**src/rtl/serial_alu_sequencer.sv**
```systemverilog
// Bit-serial ALU sequencer: runs one 1-bit slice over WIDTH-bit operands, LSB first.
// Optional Zero/Ovf flag outputs are enabled by defining SERIAL_ALU_FLAGS_EN.
module serial_alu_sequencer #(
    parameter int WIDTH = 8
) (
    input  logic             Clk,
    input  logic             Reset,
    input  logic             Start,
    input  logic             Abort,
    input  logic [1:0]       Op,
    input  logic [WIDTH-1:0] InputA,
    input  logic [WIDTH-1:0] InputB,
    output logic             Ready,
    output logic             Busy,
    output logic             Done,
    output logic [WIDTH-1:0] Result,
    output logic             Cout
`ifdef SERIAL_ALU_FLAGS_EN
    ,
    output logic             Zero,
    output logic             Ovf
`endif
);

    localparam int CW = $clog2(WIDTH);

    localparam logic [1:0] S_IDLE = 2'd0;
    localparam logic [1:0] S_RUN  = 2'd1;
    localparam logic [1:0] S_DONE = 2'd2;

    localparam logic [1:0] OP_AND = 2'b00;
    localparam logic [1:0] OP_OR  = 2'b01;
    localparam logic [1:0] OP_SUB = 2'b11;

    logic [1:0]       state_q, state_d;
    logic [WIDTH-1:0] a_q, a_d;
    logic [WIDTH-1:0] b_q, b_d;
    logic [1:0]       op_q, op_d;
    logic [CW-1:0]    count_q, count_d;
    logic             carry_q, carry_d;
    logic [WIDTH-1:0] shift_q, shift_d;
    logic [WIDTH-1:0] result_q, result_d;
    logic             cout_q, cout_d;
`ifdef SERIAL_ALU_FLAGS_EN
    logic             zero_q, zero_d;
    logic             ovf_q, ovf_d;
`endif

    logic             is_arith;
    logic             sum_bit;
    logic             carry_out;
    logic             slice_bit;
    logic [WIDTH-1:0] next_shift;

    // The single 1-bit slice; B was already inverted at latch time for SUB.
    always_comb begin
        is_arith   = op_q[1];
        sum_bit    = a_q[0] ^ b_q[0] ^ carry_q;
        carry_out  = (a_q[0] & b_q[0]) | (a_q[0] & carry_q) | (b_q[0] & carry_q);
        case (op_q)
            OP_AND:  slice_bit = a_q[0] & b_q[0];
            OP_OR:   slice_bit = a_q[0] | b_q[0];
            default: slice_bit = sum_bit;
        endcase
        next_shift = {slice_bit, shift_q[WIDTH-1:1]};
    end

    always_comb begin
        state_d  = state_q;
        a_d      = a_q;
        b_d      = b_q;
        op_d     = op_q;
        count_d  = count_q;
        carry_d  = carry_q;
        shift_d  = shift_q;
        result_d = result_q;
        cout_d   = cout_q;
`ifdef SERIAL_ALU_FLAGS_EN
        zero_d   = zero_q;
        ovf_d    = ovf_q;
`endif
        case (state_q)
            S_IDLE: begin
                if (Start) begin
                    a_d     = InputA;
                    b_d     = (Op == OP_SUB) ? ~InputB : InputB;
                    op_d    = Op;
                    count_d = '0;
                    carry_d = (Op == OP_SUB);
                    shift_d = '0;
                    state_d = S_RUN;
                end
            end
            S_RUN: begin
                if (Abort) begin
                    state_d = S_IDLE;
                end else begin
                    shift_d = next_shift;
                    a_d     = a_q >> 1;
                    b_d     = b_q >> 1;
                    carry_d = is_arith & carry_out;
                    count_d = count_q + CW'(1);
                    if (count_q == CW'(WIDTH - 1)) begin
                        result_d = next_shift;
                        cout_d   = is_arith & carry_out;
`ifdef SERIAL_ALU_FLAGS_EN
                        zero_d   = (next_shift == '0);
                        // Overflow: carry into the MSB step differs from carry out of it.
                        ovf_d    = is_arith & (carry_q ^ carry_out);
`endif
                        state_d  = S_DONE;
                    end
                end
            end
            S_DONE:  state_d = S_IDLE;
            default: state_d = S_IDLE;
        endcase
    end

    always_ff @(posedge Clk or posedge Reset) begin
        if (Reset) begin
            state_q  <= S_IDLE;
            a_q      <= '0;
            b_q      <= '0;
            op_q     <= '0;
            count_q  <= '0;
            carry_q  <= 1'b0;
            shift_q  <= '0;
            result_q <= '0;
            cout_q   <= 1'b0;
`ifdef SERIAL_ALU_FLAGS_EN
            zero_q   <= 1'b0;
            ovf_q    <= 1'b0;
`endif
        end else begin
            state_q  <= state_d;
            a_q      <= a_d;
            b_q      <= b_d;
            op_q     <= op_d;
            count_q  <= count_d;
            carry_q  <= carry_d;
            shift_q  <= shift_d;
            result_q <= result_d;
            cout_q   <= cout_d;
`ifdef SERIAL_ALU_FLAGS_EN
            zero_q   <= zero_d;
            ovf_q    <= ovf_d;
`endif
        end
    end

    assign Ready  = (state_q == S_IDLE);
    assign Busy   = (state_q == S_RUN);
    assign Done   = (state_q == S_DONE);
    assign Result = result_q;
    assign Cout   = cout_q;
`ifdef SERIAL_ALU_FLAGS_EN
    assign Zero   = zero_q;
    assign Ovf    = ovf_q;
`endif

endmodule
```
**config.mk**
```make
export PLATFORM = sky130hd
export DESIGN_NAME = serial_alu_sequencer
export DESIGN_NICKNAME = d
export VERILOG_FILES = /design/src/rtl/serial_alu_sequencer.sv
export SDC_FILE = /design/constraint.sdc
export NUM_CORES = 1
export LEC_CHECK = 0
export CAP_MARGIN = 20
export CELL_PAD_IN_SITES_DETAIL_PLACEMENT = 2
export CELL_PAD_IN_SITES_GLOBAL_PLACEMENT = 2
export CORE_UTILIZATION = 36
export DETAILED_ROUTE_END_ITERATION = 8
export HOLD_SLACK_MARGIN = 0.02
export MAX_ROUTING_LAYER = met4
export PLACE_DENSITY = 0.87
export SLEW_MARGIN = 20
export SYNTH_ARGS = -nofsm -noshare
export SYNTH_HDL_FRONTEND = slang
export SYNTH_SLANG_ARGS = --single-unit
```
**constraint.sdc**
```tcl
create_clock -name Clk -period 3.9 [get_ports Clk]
set_input_delay 0.78 -clock Clk [delete_from_list [all_inputs] [get_ports Clk]]
set_output_delay 0.78 -clock Clk [all_outputs]
set_load 0.02 [all_outputs]
```
==> flow_summary.toml <==
[route]
ant_nets = 0
num_vias = 1527
first_pass_iters = 4
drt-initial-drc-count = 69
route.detailed.drc = 0
post_drt_via_cell_ratio = 5.284
routedWlPerCell_microns = 16.78
routed_wl_mm = 4.848

[power]
p_per_area_nw_per_um2 = 463.0
p_switching_uw = 367.4
swShare = 0.3256
comb_power_share = 0.244
leakagePower_uw = 0.001080
power.share.clock = 0.256
p_seq_frac = 0.499
intPower_uw = 761.1
ir_worst_vdd_mv = 0.1569

[sta]
skew_ns = 0.006702
period_needed_ns = 3.167
worstMarginPinSlew_ns = 0.7070
setup_viol = 0
maxSlewHeadroom = 0.5277
setup_tns_ns = 0
clock.fmax_mhz = 315.8
period_share = 0.8121
hold_viol_final = 0
drv_slew = 0
timing.hold.ws_ns = 0.4854
rsz0062_at_grt = "false"
layout_setup_ws_ns = 0.7329

[global_route]
grtUsageTotal = 0.1883
grt_max_degree = 41
antenna_found_initial = 0
grt_pass1_vias = 1657
grt_first_pass_wirelength_mm = 8.404
overflow = 0

[placed_design]
port_buffers = 33
pre_cts_slack_ns = 1.038
routabilityCongestion = 0.6960
post-dp-hpwl_mm = 3.349

[yosys]
yosysMostFrequentCell = "dfrtp_1"
synth_nets = 214
ys_seq_area_frac = 0.5047
synth.top_cell.area_share = 0.5047
synth_area_sq_um = 1983
synth_area_per_cell_sq_um = 10.61
yosysUniqueCellTypes = 39
synthFlopType = "dfrtp_1"
synth_top_cell_by_area = "dfrtp_1"
ys_ff_latch = 40
yosys_warnings = 0
netlist_top_cells_area = "dfrtp_1 (50%), a22o_1 (7.1%), nand2_1 (5.3%)"
synthTopCellsByCount = "dfrtp_1 (40), nand2_1 (28), nor2_1 (17)"
syn_inst = 187
synth_edf_count = 0
async_reset_ff_frac = 1.000

[floorplanning]
fp-row-count = 26
ios = 34
fp.dieW_microns = 76.22
die_h_microns = 76.22
die-area_sq_um = 5809
start_util = 0.3810
core_sq_um = 5205

[outcome]
outcome = "finished clean"

[worst_setup_path]
required_ns = 3.12
start_kind = "flip-flop"
cp_cell_sequence = "nand2b_2, inv_2, clkdlybuf4s50_1"
end_kind = "output pin"
path_max_fanout = 19
cp_slowest_cell = "dfrtp_1"
r2r_cells = 5
critPathKind = "flip-flop to output pin"
crit_path_max_incr_delay_ns = 0.72
critPathArrivalTime_ns = 2.39

[run]
max_cap_viol_count = 0

[layout]
seqCellArea_sq_um = 1001
multi_input_area_sq_um = 895.9
drive_above_1_share = 0.09589
area_growth_pct = 22.90
layout.nets = 245
fillers = 569
n_antenna_cell = 0

[clock_tree]
cts_buffers = 5
hold_buffers = 0
clkTransAtPathRegs_ns = 0.08
htree_levels = 2
postCtsSetupBuffers = 0
postCtsResizedCells = 0
clkLatencyLatePin_ns = 0.29
cts_tree = "done"
cts_root_buf = "clkbuf_8"
clockBufferDepth = 2
clock-sinks = 40

[hold_path]
hp-class = "flip-flop to flip-flop"
whs_path_depth = 2
[worst paths after layout]
path / startpoint / to / slack [ns]
min: count_q[2]$_DFFE_PP0P_ / count_q[2]$_DFFE_PP0P_ / 0.49
max reg2reg: state_q[0]$_DFFE_PP0P_ / carry_q$_DFFE_PP0P_ / 2.02
max in group asynchronous: Reset / a_q[7]$_DFFE_PP0P_ / 2.61
min in group asynchronous: Reset / Result[7]$_DFFE_PP0P_ / 0.92
max: state_q[0]$_DFFE_PP0P_ / Busy / 0.73
min reg2reg: count_q[2]$_DFFE_PP0P_ / count_q[2]$_DFFE_PP0P_ / 0.49
[logic make-up after synthesis]
group | synth area share
flip-flops | 0.5047
XOR/XNOR | 0.03533
buffers and inverters | 0.04353
AO/OA/AOI/OAI | 0.1874
AND/OR/NAND/NOR | 0.1274
adder cells (fa/ha/maj) | 0.03533
multiplexers | 0.06624
[registers in the layout, summed over array words and instances (netlist names)]
name	cells
a_q	8
count_q	3
carry_q	1
state_q	2
Result	8
shift_q	7
b_q	8
op_q	2
Cout	1
[critical path, delay by kind of cell, from the launching register on]
kind / cells / cell delay (ns)
AND/OR/NAND/NOR: 1 / 0.34
flip-flops: 1 / 0.72
buffers and inverters: 2 / 1.03
[metrics by stage]
stage / utilization / cell area (sq um) / total power [uW] / std cells
finish: 0.4683 / 2437 / 1128 / 289
global route: 0.4683 / 2437 / 1201 / 289
CTS: 0.4683 / 2437 / 1146 / 289
detailed placement: 0.4505 / 2345 / 850.0 / 281
global placement: 0.4505 / 2345 / 822.2 / 281
floorplan: - / 1983 / 747.2 / 187
[cell type report]
cell class	instances	share of cell area
tap	70	0.03593
clock buffer	6	0.03388
inverter	6	0.009240
timing repair buffer	34	0.1386
sequential	40	0.4107
clock inverter	2	0.004107
multi-input combinational	131	0.3676
[placed cells by master (no fill, tap or decap), types with 2 or more instances in the layout]
| cell | instances |
|---|---|
| a21oi_1 | 2 |
| a22o_1 | 16 |
| a31oi_1 | 8 |
| clkbuf_8 | 6 |
| clkdlybuf4s50_1 | 33 |
| clkinv_2 | 2 |
| dfrtp_1 | 40 |
| ha_1 | 4 |
| inv_1 | 5 |
| mux2_1 | 4 |
| mux2_4 | 5 |
| nand2_1 | 28 |
| nand3_1 | 2 |
| nor2_1 | 17 |
| o21a_1 | 2 |
| o21ai_1 | 15 |
| o22ai_1 | 2 |
| xnor2_1 | 7 |
[layer usage]
metal  GRT usage  share of wire  vias to the layer above
met3     0.03952          0.032                        6
li1            -              -                      712
met4     0.05192          0.011                        0
met1      0.2259           0.44                      775
met5           -              0                        -
met2      0.3198           0.52                       34
[power by group through the flow]
| stage | logic (uW) | clock network, uW | registers (uW) |
|---|---|---|---|
| 3_3_place_gp | 259 | 0 | 563 |
| 6_report | 276 | 289 | 564 |
| 2_1_floorplan | 205 | 0 | 542 |
| 3_5_place_dp | 279 | 0 | 571 |
| 4_1_cts | 284 | 299 | 564 |
| 5_1_grt | 314 | 313 | 574 |
Power figures use the tool's default switching activity.
